## src/rtl/dehaze_frame_ctrl.sv

```systemverilog
// Frame sequencer ahead of the dark-channel min filter: qualifies frames,
// gates video timing, tracks pixel position and checks frame geometry.
module dehaze_frame_ctrl #(
  parameter int PIC_WIDTH  = 640,
  parameter int PIC_HEIGHT = 480,
  parameter int CNT_W      = 12
) (
  input  logic             clk,
  input  logic             rst,
  input  logic             pre_frame_vsync,
  input  logic             pre_frame_href,
  input  logic             pre_frame_clken,
  input  logic             cfg_enable,
  input  logic             cfg_bypass,
  input  logic             err_clr,
  output logic             filt_frame_vsync,
  output logic             filt_frame_href,
  output logic             filt_frame_clken,
  output logic             bypass_sel,
  output logic [CNT_W-1:0] pix_col,
  output logic [CNT_W-1:0] pix_row,
  output logic             edge_flag,
  output logic             frame_busy,
  output logic             frame_done,
  output logic [15:0]      frame_cnt,
  output logic             err_line_len,
  output logic             err_frame_h
);

  typedef enum logic {IDLE, FRAME} state_t;

  localparam logic [CNT_W-1:0] W_C = CNT_W'(PIC_WIDTH);
  localparam logic [CNT_W-1:0] H_C = CNT_W'(PIC_HEIGHT);
  localparam logic [CNT_W-1:0] W_L = CNT_W'(PIC_WIDTH - 1);
  localparam logic [CNT_W-1:0] H_L = CNT_W'(PIC_HEIGHT - 1);
  localparam logic [CNT_W-1:0] C_MAX = '1;

  state_t state, state_nxt;

  logic vsync_d, href_d;
  logic vs_rise, vs_fall, hs_fall;
  logic pix, enter, active, in_frame;
  logic line_err, frame_end, height_ok;
  logic is_edge;
  logic [CNT_W-1:0] col_cnt, row_cnt;
  logic [CNT_W-1:0] col_base, row_base;
  logic [CNT_W-1:0] col_nxt, row_nxt;

  assign vs_rise = pre_frame_vsync & ~vsync_d;
  assign vs_fall = ~pre_frame_vsync & vsync_d;
  assign hs_fall = ~pre_frame_href & href_d;
  assign pix     = pre_frame_href & pre_frame_clken;

  always_comb begin
    state_nxt = state;
    enter     = 1'b0;
    unique case (state)
      IDLE: begin
        if (vs_rise && cfg_enable) begin
          state_nxt = FRAME;
          enter     = 1'b1;
        end
      end
      FRAME: begin
        if (vs_fall) state_nxt = IDLE;
      end
    endcase
  end

  assign in_frame = (state == FRAME);
  assign active   = in_frame | enter;

  // Clears take effect on the same cycle so the first pixel reads as 0.
  always_comb begin
    col_base = (vs_rise | hs_fall) ? '0 : col_cnt;
    row_base = vs_rise ? '0 : row_cnt;
    col_nxt  = col_base;
    row_nxt  = row_base;
    if (pix && col_base != C_MAX) col_nxt = col_base + 1'b1;
    if (hs_fall && row_base != C_MAX) row_nxt = row_base + 1'b1;
  end

  assign line_err  = in_frame & hs_fall & (col_cnt != W_C);
  assign frame_end = in_frame & vs_fall;
  assign height_ok = (row_nxt == H_C);
  assign is_edge   = (row_base == '0) | (row_base == H_L) |
                     (col_base == '0) | (col_base == W_L);

  assign frame_busy = in_frame;

  always_ff @(posedge clk or posedge rst) begin
    if (rst) begin
      state            <= IDLE;
      vsync_d          <= 1'b1;
      href_d           <= 1'b0;
      col_cnt          <= '0;
      row_cnt          <= '0;
      filt_frame_vsync <= 1'b0;
      filt_frame_href  <= 1'b0;
      filt_frame_clken <= 1'b0;
      bypass_sel       <= 1'b0;
      pix_col          <= '0;
      pix_row          <= '0;
      edge_flag        <= 1'b0;
      frame_done       <= 1'b0;
      frame_cnt        <= '0;
      err_line_len     <= 1'b0;
      err_frame_h      <= 1'b0;
    end else begin
      state            <= state_nxt;
      vsync_d          <= pre_frame_vsync;
      href_d           <= pre_frame_href;
      col_cnt          <= col_nxt;
      row_cnt          <= row_nxt;
      filt_frame_vsync <= active & pre_frame_vsync;
      filt_frame_href  <= active & pre_frame_href;
      filt_frame_clken <= active & pre_frame_clken;
      if (enter) bypass_sel <= cfg_bypass;
      if (!active) pix_col <= '0;
      else if (pix) pix_col <= col_base;
      pix_row    <= active ? row_base : '0;
      edge_flag  <= active & pix & is_edge;
      frame_done <= frame_end & height_ok;
      if (frame_end && height_ok) frame_cnt <= frame_cnt + 16'd1;
      if (line_err) err_line_len <= 1'b1;
      else if (err_clr) err_line_len <= 1'b0;
      if (frame_end && !height_ok) err_frame_h <= 1'b1;
      else if (err_clr) err_frame_h <= 1'b0;
    end
  end

endmodule

```

## config.mk

```make
export PLATFORM = sky130hd
export DESIGN_NAME = dehaze_frame_ctrl
export DESIGN_NICKNAME = d
export VERILOG_FILES = /design/src/rtl/dehaze_frame_ctrl.sv
export SDC_FILE = /design/constraint.sdc
export NUM_CORES = 1
export LEC_CHECK = 0
export CAP_MARGIN = 20
export CORE_ASPECT_RATIO = 2
export CORE_MARGIN = 4
export CORE_UTILIZATION = 49
export DETAILED_ROUTE_END_ITERATION = 7
export GPL_ROUTABILITY_DRIVEN = 0
export PLACE_DENSITY_LB_ADDON = 0.2
export SYNTH_ARGS = -nofsm -noshare
export SYNTH_HDL_FRONTEND = slang
export SYNTH_SLANG_ARGS = --single-unit
```

## constraint.sdc

```tcl
create_clock -name clk -period 3.6 [get_ports clk]
set_clock_uncertainty 0.2 [all_clocks]
set_input_delay 1.08 -clock clk [delete_from_list [all_inputs] [get_ports clk]]
set_output_delay 1.08 -clock clk [all_outputs]
set_load 0.01 [all_outputs]
```

## After elaboration in Yosys (flattened, before gate mapping)

Cells that the tools add are included.

- Bits in registers: 75
- Bits of input ports: 8
- Output and inout bits: 49
- Logic and storage cells: 72

- Reductions and logical operators: 10
- Add/subtract/negate cells: 3
- Equality and inequality tests: 7
- Mux-type cells: 14
- Bitwise logic cells: 22

Operators by type and width:

| operator | count |
|---|---|
| $mux 12 | 7 |
| $add 12x1->12 const B | 2 |
| $eq 12x9->1 const B | 2 |
| $logic_not 12->1 | 2 |
| $ne 12x12->1 const B | 2 |
| $add 16x1->16 const B | 1 |
| $and 1x1->1 | 13 |
| $eq 12x10->1 const B | 1 |
| $ne 12x10->1 const B | 1 |
| $mux 1 | 6 |
| $logic_and 1x1->1 | 5 |
| $or 1x1->1 | 5 |
| $not 1->1 | 4 |
| $reduce_bool 2->1 | 2 |
| $ne 2x2->1 const B | 1 |
| $pmux 1 s2 | 1 |
| $logic_not 1->1 | 1 |

## Longest topological paths before layout

Gate-level depths: netlist of run 1.

- Word-level depth: 10
- Mapped depth: 13

## Least setup slack after synthesis of run 1

Ideal clock, no wire load.

- Kind: in2reg
- Start: in pre_frame_vsync
- End: reg frame_cnt[3]
- Path slack: -352 ps
- Required time: 3274 ps
- Setup time: 126 ps
- Data arrival time: 3627 ps
- Stages: 13
- Cells stage by stage: nand2b_1 -> clkbuf_1 -> nand2_1 -> inv_1 -> ha_1 -> nand4_2 -> or4_4 -> a21oi_2 -> o32ai_2 -> nor4_4 -> buf_6 -> nand3_2 -> xnor2_1

- Word-level cells in the longest chain between the ends: 7
- Elaborated cells on any way between the ends: 11

RTL lines:

| item | line | text |
|---|---|---|
| start, declared | 10 | `input logic pre_frame_vsync,` |
| branches (longest 6 deep; another with $add 12x1->12) | -- |  |
| $logic_and 1x1->1 * | 124 | `if (frame_end && height_ok) frame_cnt <= frame_cnt + 16'd1;` |
| end signal, assigned | 124 |  |
| end, declared | 25 | `output logic [15:0] frame_cnt,` |

Every way passes the cells marked *.
A chain may end at the register's enable or synchronous reset.

## Final worst setup path of run 1

- Start: in pre_frame_vsync
- End: reg frame_cnt[9]

Same word-level chain as after synthesis.

==> metrics.csv, run 1 <==
stage,metric,value,unit
status,status,"complete, no violations",
clock_tree,CTS H-Tree Depth,3,
synthesis,Yosys reg bits,75,
routing,DRT antenna net count,0,
placed_design,PortBufs,56,
critical_path,CP required,3620,ps
synthesis,sequential share of the synthesized area,51.1,%
synthesis,Netlist cell types,55,
clock_tree,clk_lat worst skew,340,ps
routing,WL per Instance,16.4,µm
floorplan,Starting Density,50.6,%
clock_tree,clock root buffer master,clkbuf_16,
placed_design,detailed placement HPWL,6390,µm
sta,setup TNS,0,ps
synthesis,synthesized instance count,344,
power_and_ir_drop,Switching Share,22.6,%
routing,via/cell ratio,5.57,
global_route,grt ovf,0,
global_route,largest net degree at the start of global routing,76,
power_and_ir_drop,sequential power share,40.7,%
synthesis,predominant post-synthesis flop cell,dfrtp_1,
critical_path,CP endpoint kind,flop,
synthesis,Simple-Gate Fraction of Synth Area,25.0,%
critical_path,CP Launch Type,input pin,
sta,relative max-transition margin,59.0,%
sta,max-slew violation count,0,
sta,fin crit period,3450,ps
sta,unrepaired setup endpoints after global routing,no,
global_route,vias in the first global route,3060,
clock_tree,clock-pin slew on the worst setup and hold paths,60,ps
clock_tree,clk buf depth,2,
synthesis,leading area contributor after synthesis,dfrtp_1,
synthesis,syn_nets,357,
routing,initial drt markers,161,
routing,vias,2952,
global_route,first-pass GRT wire length,14600,µm
sta,final hold vios,0,
synthesis,Syn Area/Cell,10.7,µm²
sta,Tcrit/Tclk final,95.7,%
synthesis,Synth Area in XOR/XNOR,6.90,%
floorplan,row cnt,44,
power_and_ir_drop,P_sw,511,µW
final_layout,Area Overhead vs Synth,33.8,%
power_and_ir_drop,leak pwr,2.21,nW
final_layout,layout cell share with drive strength beyond 1,19.2,%
sta,Highest Clock Rate,0.290,GHz
power_and_ir_drop,Clk pwr share,47.5,%
synthesis,main area contributors after synthesis,"dfrtp_1 50%, xnor2_1 4.5%, nand2_1 3.5%",
final_layout,"non-filler cells, final",530,
critical_path,CP Max Fanout,7,
clock_tree,CTS tree,done,
floorplan,core area,7270,µm²
synthesis,post-synthesis mux area share,1.16,%
final_layout,Antenna Cells,0,
critical_path,WS Path Type,in -> reg,
synthesis,top cell type's share of synthesized area,50.3,%
clock_tree,TritonCTS Sinks,75,
floorplan,# IOs,57,
clock_tree,CTS Buf Count,9,
synthesis,post-synthesis compound-gate area fraction,8.57,%
placed_design,Placed Cells,512,
routing,First-pass DRT Iterations,4,
floorplan,Die H,131,µm
worst_hold_path,hold crit path type,reg -> reg,
global_route,antenna violations before repair,0,
final_layout,filler instances,583,
synthesis,mapped cell area,3680,µm²
synthesis,yosys warns,0,
critical_path,crit path DAT,3470,ps
floorplan,Die W,69.3,µm
synthesis,asr flop ratio synth,100,%
synthesis,Post-Synth Adder-Cell Area,1.70,%
power_and_ir_drop,Comb power frac,11.7,%
sta,slew at the pin closest to its max-slew limit,613,ps
global_route,GRT Total Usage,20.6,%
power_and_ir_drop,VDD IR max,0.000279,V
routing,WL final,8700,µm
sta,setup-violating endpoint count in the final report,0,
power_and_ir_drop,Power Density,459,nW/µm²
routing,# DRC,0,
synthesis,number of enable flip-flop cells after synthesis,0,
floorplan,Die Outline Area,9040,µm²
run,maxcap violations,0,
synthesis,largest family of logic cells by synthesized area,simple AND/OR/NAND/NOR gates,
final_layout,Nets,446,
power_and_ir_drop,internal power,1.75,mW
## registers in the layout, summed over array words and instances, names as in the netlist
register,flops
filt_frame_vsync,1
row_cnt,12
vsync_d,1
filt_frame_href,1
pix_row,12
frame_cnt,16
bypass_sel,1
filt_frame_clken,1
err_line_len,1
frame_busy,1
frame_done,1
col_cnt,12
edge_flag,1
pix_col,12
href_d,1
err_frame_h,1
## worst paths after layout
check | depth (start not counted) | slack, ps | start | endpoint
max in group asynchronous | 3 | 1920 | rst | filt_frame_vsync
worst min-delay path | 1 | 280 | frame_cnt[15] | frame_cnt[15]
min in group asynchronous | 3 | 920 | rst | bypass_sel
worst max-delay path | 14 | 150 | pre_frame_vsync | frame_cnt[9]
worst max register to register | 13 | 560 | vsync_d | frame_cnt[9]
worst min register to register | 1 | 280 | frame_cnt[15] | frame_cnt[15]
## metal layers
layer | vias up | wire length [µm] | GRT usage (%)
met2 | 76 | 5010 | 38.0
met1 | 1457 | 3010 | 20.8
met5 | - | 0 | 0
met4 | 0 | 399 | 14.0
met3 | 33 | 275 | 4.06
li1 | 1386 | - | -
## cell usage after synthesis, types with 2 or more instances
cell / count
dfrtp_1: 74
nand2_1: 34
nor2_1: 31
xnor2_1: 19
and3_1: 16
nor3_1: 13
a21oi_1: 12
inv_1: 12
o21ai_0: 11
nand4_1: 10
xor2_1: 10
a22o_1: 8
nand3_2: 8
nand3_1: 7
clkbuf_1: 6
buf_6: 5
ha_1: 5
nor4_1: 5
and2_1: 4
nand2b_1: 4
and4_1: 3
nor2b_1: 3
or3_1: 3
a31oi_1: 2
bufbuf_16: 2
mux2_2: 2
mux2i_1: 2
nand4_2: 2
nand4b_1: 2
nor4_4: 2
o22ai_1: 2
o31ai_1: 2
## cells by family after synthesis
group	after synthesis
AND/OR/NAND/NOR	157
flip-flops	75
AO/OA/AOI/OAI	46
XOR/XNOR	29
buffers and inverters	28
adder cells (fa/ha/maj)	5
multiplexers	4
## worst max-delay path, cell delays in order
cell           delay, ps
dlygate4sd2_1        270
nand2b_4             100
nand2_1               70
inv_1                100
ha_4                 140
nand4_2              120
or4_4                530
a21oi_2              160
o32ai_2              120
nor4_4               200
buf_4                170
buf_12               110
nand4_1              110
xnor2_1              160
## area by class of cell
type                    count  area [µm²]  share of cell area, %
multi-input cells         241        1630                   33.1
flip-flops and latches     75        1880                   38.2
clock inverters             5         125                   2.54
repair buffers             94         895                   18.2
inverters                  12        45.0                  0.915
clock buffers              11         233                   4.73
well taps                  92         115                   2.34
## placed cells by master, fill, tap and decap left out, types with 3 or more instances in the layout
master and instances:
nand2_1 34, nor2_1 31, nor2b_1 3, bufinv_16 4, clkbuf_16 9, and4_1 3, a22o_1 8, dfrtp_1 74
xor2_1 10, xnor2_1 19, nand2b_1 3, nand3_2 8, nor4_1 4, nand4_1 10, or3_1 3, and3_1 16
buf_4 35, ha_1 4, o21ai_0 11, nor3_1 11, inv_1 11, and2_1 4, a21oi_1 12, nand3_1 7
clkdlybuf4s50_1 55
## metrics by stage
stage | area [µm²] | hold slack [ps] | setup WS [ps] | util [%] | power (mW)
3_5_place_dp | 4500 | 275 | -453 | 62.0 | 1.20
3_3_place_gp | 4500 | 273 | -416 | 62.0 | 1.20
6_report | 4920 | 284 | 154 | 67.7 | 2.26
5_1_grt | 4920 | 294 | 17.6 | 67.7 | 2.34
4_1_cts | 4920 | 287 | 12.2 | 67.7 | 2.28
2_1_floorplan | 3700 | 308 | 9.48 | - | 1.06
## what timing repair did
action,4_1_cts,5_1_grt
hold buffers,0,0
pin swaps,1,2
setup buffers,1,0
gates resized for setup,4,1
gates cloned,1,0
endpoints found under the setup margin,16,13
## power groups by stage
stage               Sequential, mW  Combinational, mW  Clock [mW]
floorplan                    0.926              0.134           0
global placement             0.935              0.265           0
detailed placement           0.935              0.267           0
CTS                          0.920              0.271        1.09
global route                 0.925              0.293        1.13
finish                       0.921              0.265        1.07
Power figures use the tool's default switching activity.
==> inputs of run 2 (changes only) <==
--- a/config.mk
+++ b/config.mk
@@ -8,7 +8,8 @@
 export CAP_MARGIN = 20
 export CORE_ASPECT_RATIO = 2
 export CORE_MARGIN = 4
-export CORE_UTILIZATION = 49
+export CORE_UTILIZATION = 50
+export CTS_CLUSTER_SIZE = 24
 export DETAILED_ROUTE_END_ITERATION = 7
 export GPL_ROUTABILITY_DRIVEN = 0
 export PLACE_DENSITY_LB_ADDON = 0.2
==> constraint.sdc (replaced) <==
create_clock -name clk -period 3.3 [get_ports clk]
set_clock_uncertainty 0.2 [all_clocks]
set_input_delay 0.99 -clock clk [delete_from_list [all_inputs] [get_ports clk]]
set_output_delay 0.99 -clock clk [all_outputs]
set_load 0.01 [all_outputs]
==> run 2 against run 1 <==
Against the previous run:
- worst setup slack worse by 56 ps
- critical path depth fell by 1
- worst hold slack worse by 24 ps
- wire length grew 4.7%
- final cell count did not move
- die area down 1.8%
- via count increased by 0.91%
- utilization rose by 0.55 points
- non-clock buffer count unchanged
- power decreased by 1.9%
- critical endpoint is now col_cnt[6]
- largest power group is now registers
- highest routed layer unchanged
==> metrics.csv, run 2 (synthesized netlist as in run 1, its figures left out) <==
stage,metric,value,unit
status,status,"complete, no violations",
routing,WL per Instance,17.2,µm
power_and_ir_drop,leak pwr,2.19,nW
clock_tree,clock-pin slew on the worst setup and hold paths,50,ps
sta,fin crit period,3200,ps
global_route,largest net degree at the start of global routing,76,
routing,vias,2979,
power_and_ir_drop,sequential power share,45.5,%
critical_path,FF-to-FF Start,vsync_d,
global_route,grt ovf,0,
floorplan,Die H,129,µm
routing,First-pass DRT Iterations,4,
routing,initial drt markers,272,
final_layout,"non-filler cells, final",530,
routing,DRT antenna net count,0,
critical_path,WS Path Type,in -> reg,
final_layout,Antenna Cells,0,
sta,slew at the pin closest to its max-slew limit,747,ps
routing,# DRC,0,
global_route,antenna violations before repair,0,
clock_tree,clk buf depth,2,
sta,setup-violating endpoint count in the final report,0,
floorplan,row cnt,44,
final_layout,Area Overhead vs Synth,33.9,%
power_and_ir_drop,Comb power frac,14.4,%
global_route,GRT Total Usage,22.5,%
final_layout,"Core Util, Final",68.3,%
final_layout,Final Cell Area,4920,µm²
critical_path,CP endpoint kind,flop,
final_layout,most flop-heavy register,frame_cnt,
critical_path,R2R depth,12,
placed_design,placed inst area,4550,µm²
power_and_ir_drop,Switching Share,25.2,%
sta,relative max-transition margin,50.2,%
power_and_ir_drop,Clk pwr share,40.1,%
critical_path,R2R Path End,frame_cnt[3],
power_and_ir_drop,Power Density,450,nW/µm²
power_and_ir_drop,internal power,1.66,mW
critical_path,CP Max Fanout,4,
final_layout,filler instances,555,
final_layout,"commonest non-fill, non-tap cell in the layout",dfrtp_1,
clock_tree,cts hold-fix bufs,0,
final_layout,layout cell share with drive strength beyond 1,22.1,%
floorplan,Die W,68.7,µm
global_route,vias in the first global route,3092,
floorplan,Starting Density,51.0,%
clock_tree,clock root buffer master,clkbuf_16,
placed_design,PortBufs,56,
floorplan,Die Outline Area,8880,µm²
sta,setup TNS,0,ps
clock_tree,CTS tree,done,
clock_tree,TritonCTS Sinks,75,
critical_path,crit path DAT,3260,ps
clock_tree,CTS H-Tree Depth,3,
run,maxcap violations,0,
sta,Tcrit/Tclk final,97.0,%
worst_hold_path,hold path cells,1,
final_layout,Largest register FFs,16,
global_route,first-pass GRT wire length,14600,µm
critical_path,reg-to-reg setup timing slack,280,ps
sta,final hold vios,0,
worst_hold_path,worst hold start,frame_cnt[15],
floorplan,# IOs,57,
sta,Highest Clock Rate,0.312,GHz
placed_design,detailed placement HPWL,6650,µm
power_and_ir_drop,P_sw,559,µW
final_layout,most frequent cells in the layout,"74 x dfrtp_1, 55 x clkdlybuf4s50_1, 36 x buf_4",
routing,via/cell ratio,5.62,
floorplan,core area,7210,µm²
worst_hold_path,hold-critical path endpoint,frame_cnt[15],
power_and_ir_drop,VDD IR max,0.000306,V
critical_path,CP Launch Type,input pin,
worst_hold_path,hold crit path type,reg -> reg,
final_layout,Nets,446,
clock_tree,CTS Buf Count,9,
power_and_ir_drop,Final Total Pwr,2.22,mW
sta,max-slew violation count,0,
routing,WL final,9110,µm
clock_tree,clk_lat worst skew,330,ps
critical_path,CP required,3360,ps
placed_design,Placed Cells,512,
## run 2: how the worst max path moves through the flow
stage                               start       endpoint  cells after the start
after floorplan           pre_frame_vsync   frame_cnt[3]                     13
after global placement    pre_frame_vsync   frame_cnt[2]                     14
final                      pre_frame_href     col_cnt[6]                     13
after detailed placement  pre_frame_vsync   frame_cnt[2]                     14
after global routing       pre_frame_href     col_cnt[6]                     13
after CTS                 pre_frame_vsync  frame_cnt[12]                     14
## run 2: timing repair
action / 4_1_cts / 5_1_grt
gates resized for setup: 8 / 12
cloned: 1 / 0
setup buffers: 2 / 0
pin swaps: 8 / 9
setup endpoints to repair: 27 / 24
## run 2: worst max-delay path, stage by stage
cell and delay, ps:
clkdlybuf4s50_1 440, buf_4 150, nor2b_2 130, nor2_2 60, nand2_1 100, inv_1 60
ha_1 190, nand3_1 140, nor3_2 70, a31oi_4 220, nand3_1 210, or3_1 360
a21oi_1 140
## run 2: metrics by stage
| step | hold WS (ps) | setup WS [ps] |
|---|---|---|
| finish | 261 | 98.0 |
| global route | 307 | -1.67 |
| CTS | 277 | 1.81 |
| detailed placement | 267 | -615 |
| global placement | 263 | -548 |
| floorplan | 308 | -98.8 |
## run 2: layer usage
metal  GRT usage, %  wire [µm]  up-vias
met5              0          0        -
met4           13.8        393        0
met3           3.64        271       30
met2           40.8       5250       87
met1           22.6       3190     1472
li1               -          -     1390
## run 2: final cells by class
| cell class | count | area, µm² | area share, % |
|---|---|---|---|
| Sequential cell | 75 | 1880 | 38.1 |
| Inverter | 12 | 47.5 | 0.965 |
| Clock buffer | 14 | 264 | 5.36 |
| Timing Repair Buffer | 94 | 878 | 17.8 |
| Multi-Input combinational cell | 241 | 1730 | 35.2 |
| Clock inverter | 2 | 10.0 | 0.203 |
| Tap cell | 92 | 115 | 2.34 |
## run 2: power by group through the flow
stage	sequential, mW	combinational [mW]	clock (mW)
after global placement	1.02	0.304	0
after global routing	1.01	0.345	0.948
final	1.01	0.319	0.889
after detailed placement	1.02	0.309	0
after CTS	1.01	0.319	0.899
after floorplan	1.01	0.160	0
==> inputs of run 3 (changes only) <==
--- a/config.mk
+++ b/config.mk
@@ -13,6 +13,7 @@
 export DETAILED_ROUTE_END_ITERATION = 7
 export GPL_ROUTABILITY_DRIVEN = 0
 export PLACE_DENSITY_LB_ADDON = 0.2
+export SKIP_CTS_REPAIR_TIMING = 1
 export SYNTH_ARGS = -nofsm -noshare
 export SYNTH_HDL_FRONTEND = slang
 export SYNTH_SLANG_ARGS = --single-unit
==> run 3 against run 2 <==
Against the previous run:
- flip-flop and latch count unchanged
- critical path type unchanged
- combinational power up 3%
- utilization up 1.2 points
- count of clock-buffer cells in the layout unchanged
==> metrics.csv, run 3 (synthesized netlist as in run 1, its figures left out) <==
stage,metric,value,unit
floorplan,# IOs,57,
power_and_ir_drop,VDD IR max,0.000305,V
global_route,vias in the first global route,3053,
clock_tree,clk buf depth,2,
critical_path,critical-path cell list,clkdlybuf4s50_1 -> buf_4 -> nor2b_2 -> nor2_2 -> nand2_1 -> inv_1 -> ha_1 -> nand3_1 -> nor3_2 -> a31oi_4 -> nand4b_1 -> or3_1 -> a21oi_1,
power_and_ir_drop,leak pwr,2.23,nW
final_layout,Antenna Cells,0,
placed_design,detailed placement HPWL,6650,µm
sta,relative max-transition margin,50.6,%
placed_design,PortBufs,56,
critical_path,CP Launch Type,input pin,
critical_path,"delay-heaviest family, CP",simple AND/OR/NAND/NOR gates,
final_layout,most frequent cells in the layout,"74 x dfrtp_1, 55 x clkdlybuf4s50_1, 40 x buf_4",
global_route,GRT Total Usage,22.0,%
sta,Final WS setup,85.5,ps
global_route,grt ovf,0,
critical_path,CP required,3350,ps
floorplan,Die H,129,µm
final_layout,"Core Util, Final",69.5,%
sta,Tcrit/Tclk final,97.4,%
clock_tree,TritonCTS Sinks,75,
final_layout,filler instances,544,
floorplan,Die Outline Area,8880,µm²
floorplan,Starting Density,51.0,%
final_layout,"commonest non-fill, non-tap cell in the layout",dfrtp_1,
routing,top sig layer,met4,
routing,met2 wire length,5290,µm
global_route,largest net degree at the start of global routing,76,
critical_path,highest cell delay on the worst timing path,440,ps
routing,initial drt markers,257,
critical_path,CP Max Fanout,4,
clock_tree,CTS H-Tree Depth,3,
final_layout,Multi-input gate area,1770,µm²
global_route,first-pass GRT wire length,14300,µm
sta,setup TNS,0,ps
global_route,antenna violations before repair,0,
routing,M1 WL,3180,µm
clock_tree,clock-pin slew on the worst setup and hold paths,50,ps
final_layout,Reg area,1880,µm²
sta,Highest Clock Rate,0.311,GHz
routing,WL final,9250,µm
final_layout,"non-filler cells, final",536,
floorplan,core area,7210,µm²
routing,via/cell ratio,5.66,
sta,slew at the pin closest to its max-slew limit,741,ps
routing,DRT antenna net count,0,
routing,vias,3033,
power_and_ir_drop,Power Density,444,nW/µm²
status,status,"complete, no violations",
final_layout,Largest register FFs,16,
placed_design,Place WS,-615,ps
critical_path,WS Path Type,in -> reg,
sta,final hold vios,0,
final_layout,Area Overhead vs Synth,36.3,%
sta,max-slew violation count,0,
clock_tree,CTS tree,done,
run,maxcap violations,0,
routing,First-pass DRT Iterations,4,
floorplan,row cnt,44,
final_layout,Final Cell Area,5010,µm²
placed_design,placed inst area,4550,µm²
final_layout,most flop-heavy register,frame_cnt,
critical_path,crit path DAT,3260,ps
routing,WL per Instance,17.3,µm
floorplan,Die W,68.7,µm
sta,fin crit period,3210,ps
worst_hold_path,hold crit path type,reg -> reg,
placed_design,Placed Cells,512,
clock_tree,clock root buffer master,clkbuf_16,
critical_path,CP endpoint kind,flop,
critical_path,Buf/Inv on CP,3,
final_layout,layout cell share with drive strength beyond 1,24.1,%
routing,# DRC,0,
clock_tree,clk_lat worst skew,330,ps
clock_tree,CTS Buf Count,9,
critical_path,slowest CP cell,clkdlybuf4s50_1,
routing,met3 WL,324,µm
sta,unrepaired setup endpoints after global routing,no,
sta,setup-violating endpoint count in the final report,0,
final_layout,Nets,452,
run 3: cell types whose count changed in the layout (fill, tap and decap cells not counted), sizes merged:
cell / change
buf: +7
bufbuf: -1
run 3: final cells by class:
cell class,instances,share of cell area [%]
tap,92,2.30
clock buffer,14,5.26
timing repair buffer,100,18.6
clock inverter,2,0.200
inverter,12,0.948
sequential,75,37.5
multi-input combinational,241,35.2
run 3: path summary, 6_finish.rpt:
check	start	endpoint	slack, ps	depth (start not counted)
max	pre_frame_href	col_cnt[9]	90	13
min	frame_cnt[15]	frame_cnt[15]	270	1
min in group asynchronous	rst	pix_col[0]	840	3
min reg2reg	frame_cnt[15]	frame_cnt[15]	270	1
max reg2reg	vsync_d	frame_cnt[5]	220	13
max in group asynchronous	rst	bypass_sel	1690	3
run 3: routing by layer:
metal	GRT usage [%]	vias up
met5	0	-
met4	13.6	0
met3	3.47	40
met2	40.1	105
met1	21.9	1491
li1	-	1397
run 3: through the flow:
stage	hold slack, ps	total power [mW]
after floorplan	308	1.17
after global placement	263	1.33
after detailed placement	267	1.33
after CTS	277	2.22
after global routing	300	2.32
final	268	2.23
run 3: report_power, final:
group          total [mW]  leakage [nW]  switching (mW)  internal [mW]
logic               0.328          1.07           0.170          0.157
clock network       0.889         0.137           0.341          0.547
registers            1.01          1.03          0.0501          0.959
